===== src/rtl/universal_shift_reg_if.sv =====
// Data/control bundle for universal_shift_reg: mode/data inputs from the driver,
// register contents and serial/status outputs back from the register bank.
interface universal_shift_reg_if #(
    parameter int WIDTH = 8
);
    localparam int CNT_W = $clog2(WIDTH + 1);

    logic             en;
    logic [2:0]       mode;
    logic [WIDTH-1:0] d;
    logic             sin_l;
    logic             sin_r;
    logic [WIDTH-1:0] q;
    logic [WIDTH-1:0] q_bar;
    logic             sout_l;
    logic             sout_r;
    logic [CNT_W-1:0] shift_cnt;
    logic             drained;

    modport master (
        output en, mode, d, sin_l, sin_r,
        input  q, q_bar, sout_l, sout_r, shift_cnt, drained
    );

    modport slave (
        input  en, mode, d, sin_l, sin_r,
        output q, q_bar, sout_l, sout_r, shift_cnt, drained
    );
endinterface


===== src/rtl/universal_shift_reg.sv =====
// WIDTH-bit universal shift register: hold/load/shift/rotate/preset/invert per cycle,
// with a saturating count of shifts since the last load for parallel-to-serial use.
module usr_bit_cell (
    input  logic [2:0] mode,
    input  logic       cur,
    input  logic       d_bit,
    input  logic       preset_bit,
    input  logic       shl_in,
    input  logic       shr_in,
    input  logic       rol_in,
    input  logic       ror_in,
    output logic       nxt
);
    // Unknown or HOLD mode falls through to keeping the current bit.
    always_comb begin
        nxt = cur;
        case (mode)
            3'b001:  nxt = shl_in;
            3'b010:  nxt = shr_in;
            3'b011:  nxt = rol_in;
            3'b100:  nxt = ror_in;
            3'b101:  nxt = d_bit;
            3'b110:  nxt = preset_bit;
            3'b111:  nxt = ~cur;
            default: nxt = cur;
        endcase
    end
endmodule

module universal_shift_reg #(
    parameter int               WIDTH        = 8,
    parameter logic [WIDTH-1:0] PRESET_VALUE = '0
) (
    input logic                 clk,
    input logic                 reset,
    universal_shift_reg_if.slave bus
);
    localparam int CNT_W = $clog2(WIDTH + 1);

    typedef enum logic [2:0] {
        M_HOLD   = 3'b000,
        M_SHL    = 3'b001,
        M_SHR    = 3'b010,
        M_ROL    = 3'b011,
        M_ROR    = 3'b100,
        M_LOAD   = 3'b101,
        M_PRESET = 3'b110,
        M_INV    = 3'b111
    } mode_e;

    logic [WIDTH-1:0] q_r;
    logic [WIDTH-1:0] q_nxt;
    logic [CNT_W-1:0] cnt_r;
    logic [CNT_W-1:0] cnt_inc;
    logic             drained_r;

    // Each bit picks its neighbours; the end bits take the serial inputs for
    // shifts and wrap around for rotates.
    for (genvar i = 0; i < WIDTH; i++) begin : g_bit
        localparam int LO = (i == 0) ? WIDTH - 1 : i - 1;
        localparam int HI = (i == WIDTH - 1) ? 0 : i + 1;
        usr_bit_cell u_cell (
            .mode       (bus.mode),
            .cur        (q_r[i]),
            .d_bit      (bus.d[i]),
            .preset_bit (PRESET_VALUE[i]),
            .shl_in     ((i == 0) ? bus.sin_r : q_r[LO]),
            .shr_in     ((i == WIDTH - 1) ? bus.sin_l : q_r[HI]),
            .rol_in     (q_r[LO]),
            .ror_in     (q_r[HI]),
            .nxt        (q_nxt[i])
        );
    end

    assign cnt_inc = (cnt_r == CNT_W'(WIDTH)) ? cnt_r : cnt_r + CNT_W'(1);

    always_ff @(posedge clk or negedge reset) begin
        if (!reset) begin
            q_r       <= '0;
            cnt_r     <= '0;
            drained_r <= 1'b0;
        end else if (bus.en) begin
            q_r <= q_nxt;
            case (bus.mode)
                M_LOAD, M_PRESET: begin
                    cnt_r     <= '0;
                    drained_r <= 1'b0;
                end
                M_SHL, M_SHR, M_ROL, M_ROR: begin
                    cnt_r     <= cnt_inc;
                    drained_r <= (cnt_inc == CNT_W'(WIDTH));
                end
                default: ;
            endcase
        end
    end

    assign bus.q         = q_r;
    assign bus.q_bar     = ~q_r;
    assign bus.sout_l    = q_r[WIDTH-1];
    assign bus.sout_r    = q_r[0];
    assign bus.shift_cnt = cnt_r;
    assign bus.drained   = drained_r;
endmodule

===== src/flat_wrapper.sv =====
// flat-port wrapper written by rule: the top's interface ports become plain ports
module universal_shift_reg_flat 
#(
    parameter int               WIDTH        = 8,
    parameter logic [WIDTH-1:0] PRESET_VALUE = '0
)
  (clk, reset, bus_en, bus_mode, bus_d, bus_sin_l, bus_sin_r, bus_q, bus_q_bar, bus_sout_l, bus_sout_r, bus_shift_cnt, bus_drained);
  universal_shift_reg_if #(.WIDTH(WIDTH)) bus_i ();
  input logic clk;
  input logic reset;
  input wire logic [$bits(bus_i.en)-1:0] bus_en;
  input wire logic [$bits(bus_i.mode)-1:0] bus_mode;
  input wire logic [$bits(bus_i.d)-1:0] bus_d;
  input wire logic [$bits(bus_i.sin_l)-1:0] bus_sin_l;
  input wire logic [$bits(bus_i.sin_r)-1:0] bus_sin_r;
  output wire logic [$bits(bus_i.q)-1:0] bus_q;
  output wire logic [$bits(bus_i.q_bar)-1:0] bus_q_bar;
  output wire logic [$bits(bus_i.sout_l)-1:0] bus_sout_l;
  output wire logic [$bits(bus_i.sout_r)-1:0] bus_sout_r;
  output wire logic [$bits(bus_i.shift_cnt)-1:0] bus_shift_cnt;
  output wire logic [$bits(bus_i.drained)-1:0] bus_drained;
  assign bus_i.en = bus_en;
  assign bus_i.mode = bus_mode;
  assign bus_i.d = bus_d;
  assign bus_i.sin_l = bus_sin_l;
  assign bus_i.sin_r = bus_sin_r;
  assign bus_q = bus_i.q;
  assign bus_q_bar = bus_i.q_bar;
  assign bus_sout_l = bus_i.sout_l;
  assign bus_sout_r = bus_i.sout_r;
  assign bus_shift_cnt = bus_i.shift_cnt;
  assign bus_drained = bus_i.drained;
  universal_shift_reg #(.WIDTH(WIDTH), .PRESET_VALUE(PRESET_VALUE)) u_core (.clk(clk), .reset(reset), .bus(bus_i));
endmodule

===== config.mk =====
export PLATFORM = sky130hd
export DESIGN_NAME = universal_shift_reg_flat
export DESIGN_NICKNAME = d
export VERILOG_FILES = /design/src/rtl/universal_shift_reg_if.sv /design/src/rtl/universal_shift_reg.sv /design/src/flat_wrapper.sv
export SDC_FILE = /design/constraint.sdc
export NUM_CORES = 1
export LEC_CHECK = 0
export ABC_AREA = 1
export CAP_MARGIN = 20
export CORE_MARGIN = 8
export CORE_UTILIZATION = 61
export CTS_BUF_LIST = sky130_fd_sc_hd__clkbuf_16
export DETAILED_ROUTE_END_ITERATION = 16
export DONT_BUFFER_PORTS = 1
export GPL_TIMING_DRIVEN = 0
export PLACE_DENSITY = 0.84
export SYNTH_ARGS = -nofsm -noshare
export SYNTH_HDL_FRONTEND = slang
export SYNTH_SLANG_ARGS = --single-unit

===== constraint.sdc =====
create_clock -name clk -period 1.78 [get_ports clk]
set_input_delay 0.445 -clock clk [delete_from_list [all_inputs] [get_ports clk]]
set_output_delay 0.445 -clock clk [all_outputs]
set_load 0.1 [all_outputs]

==> out/results.ini <==
[setup_path]
crit_cells = 1
ff2ff_setup_slack_ns = -0.06
max_stage_delay_ns = 0.65
arrival_ns = 1.44
cp_top_family = flip-flops
cp-endpoint = bus_q_bar[7]
cp_data_required_time_ns = 1.33
cp-start-kind = register
cp_slowest_cell = dfrtp_4
path_buf_inv = 1
worstPathMaxFanout = 6
end_kind = primary output
regToRegEndpoint = u_core.bus.q[0]
critPathLaunch = u_core.bus.q[7]
reg2reg_from = u_core.bus.q[0]
r2r_cells = 5
path_cells = clkinvlp_4
critical_path_class = reg -> out

[route]
avgRoutedWirePerCell_um = 16.2
firstDrtPassIters = 5
wirelength_mm = 2.79
drt_iter0_drc = 44
drtAntennaViolNets = 0
vias = 1036
via_per_inst = 6.02
drc = 0

[timing]
grt_setup_unrepaired = true
slew_headroom_pct = 40.5
tightestPinTransition_ns = 0.892
hold_viol = 0
setup_ws_ns = -0.101
timing.final.crit_period_ns = 1.88
finalSetupViolCount = 3
fmaxAchievable_ghz = 0.532
fin_skew_ns = 0.00274
whs_ns = 0.435
slew_viol_final = 0
finalCritPeriodShare_pct = 106

[status]
failed_checks = setup timing
status = finished with violations

[global_routing]
grt_pass1_wl_mm = 4.59
grt_overflow = 0
grt_pass1_vias = 1035
antenna_found_initial = 0
track_usage_pct = 17.4
grt_max_degree = 14

[synth]
synth_xor_area_share_pct = 2.45
netlist.area_leader.share_pct = 30.3
synth_most_common_cell = nand2_1
ys_ff_latch = 13
netlist_top_cells_count = 38 x nand2_1, 15 x inv_1, 13 x dfrtp_1, 13 x nand3_1, 10 x a21oi_1
synth_flop_cell = dfrtp_1
synth_warnings = 0
yosys.area_share.adder_pct = 2.33
synthMuxAreaShare_pct = 0
synth_simple_gate_area_share_pct = 34.2
syn_area_sq_um = 1070
synth.avg_cell_area_sq_um = 7.15
ys_types = 26
synth.largest_area_cell = dfrtp_1
ys_top_cells_by_area = dfrtp_1 30%, nand2_1 13%, nand3_1 6.1%
synth_top_family_by_area = simple AND/OR/NAND/NOR gates
syn-num-nets = 168
synth_compound_area_share_pct = 15.5
synthArstFlopShare_pct = 100
yosysSeqAreaShare_pct = 30.3
synth_edf_count = 0
syn_inst = 150

[floorplanning]
core_area_sq_um = 1690
die_height_um = 57.9
ios = 39
die_area_sq_um = 3360
rows = 15
initial_core_util_pct = 63.5
die_w_um = 57.9

[power_and_ir_drop]
peakVddDrop_uv = 1090
leakagePower_nw = 0.571
power_density_nw_per_um2 = 1670

[run]
cap_viol_max_count = 0

[final_layout]
syn2layout_area_growth_pct = 14.0
final_util_pct = 72.4
diodes = 0
drive_gt1_share_pct = 27.1
nets = 174

[placement]
gp_congestion = 0.852
port_buffers = 0
dpl.hpwl_mm = 2.14

[cts]
clock_path_buffers = 2
htreeDepth = 1
cts-root-buf = clkbuf_16
cts_tree = done
cts_buffers = 3
clkTransAtPathRegs_ns = 0.05
clock-sinks = 13
cts_setup_buffers = 0
clk_latency_ns = 0.24

[hold_path]
hp-start = bus_d[1]
hp-class = in -> reg

## layer usage
layer	up-vias	track usage [%]	routed length [um]	share of wire (%)
li1	497	-	-	-
met1	486	17.3	948	34
met2	47	30.4	1470	53
met3	6	8.39	315	11
met4	0	6.99	56	2.0
met5	-	0	0	0
## kinds of logic after synthesis
family                   count (synthesis)
adder cells (fa/ha/maj)                  2
AO/OA/AOI/OAI                           27
XOR/XNOR                                 3
buffers and inverters                   29
flip-flops                              13
AND/OR/NAND/NOR                         76
## worst min path at each step
| stage | endpoint | slack [ns] | cells after the start |
|---|---|---|---|
| after floorplan | u_core.bus.drained | 0.15 | 0 |
| final | u_core.bus.q[1] | 0.43 | 4 |
| after global placement | u_core.bus.q[7] | 0.15 | 0 |
| after detailed placement | u_core.bus.q[7] | 0.15 | 0 |
| after CTS | u_core.bus.q[1] | 0.44 | 4 |
| after global routing | u_core.bus.q[7] | 0.47 | 4 |
## what timing repair did
item                                   in CTS  in global routing
resized for setup                           4                  5
setup endpoints to repair                   6                  8
hold buffers                                1                  0
endpoints found under the hold margin      13                  0
## flip-flops by register name, indices dropped and copies added, names as in the netlist
name                  flops
u_core.bus.q              8
u_core.bus.drained        1
u_core.bus.shift_cnt      4
## where the power goes
part           internal, mW  switching, mW  total (mW)
clock                 0.296          0.125       0.421
sequential            0.375          0.409       0.785
combinational         0.169          0.664       0.832
total                 0.841           1.20        2.04
## metrics by stage
stage                     TNS, ns  cell area, sq um  power (mW)  instances  setup WS (ns)
after floorplan                 0              1090        1.49        150        0.00875
after global placement     -0.149              1110        1.56        167        -0.0746
after detailed placement   -0.226              1110        1.58        167        -0.0941
after CTS                  -0.248              1200        2.02        172         -0.103
after global routing       -0.352              1220        2.11        172         -0.123
final                      -0.259              1220        2.04        172         -0.101
## cells in the final DEF, fill, tap and decap left out, drive strengths merged
cell	synthesis	layout
dlygate4sd3	0	1
a21boi	1	1
o22ai	3	3
buf	12	12
clkbuf	0	3
o21bai	1	1
dfrtp	13	13
clkinvlp	0	6
nor3	1	1
inv	17	12
nand4	7	7
nor2	10	10
a21oi	11	11
nand2	43	43
o21ai	11	11
ha	2	2
xor2	3	3
or2	1	1
nand3	14	14
## cell type report
cell class,instances,area (sq um)
clock buffers,3,75.1
multi-input cells,108,584
repair buffers,1,10.0
inverters,17,86.3
plain buffers,12,98.8
flip-flops and latches,13,343
fillers,135,467
clock inverters,1,3.75
well taps,17,21.3
Power figures use the tool's default switching activity.
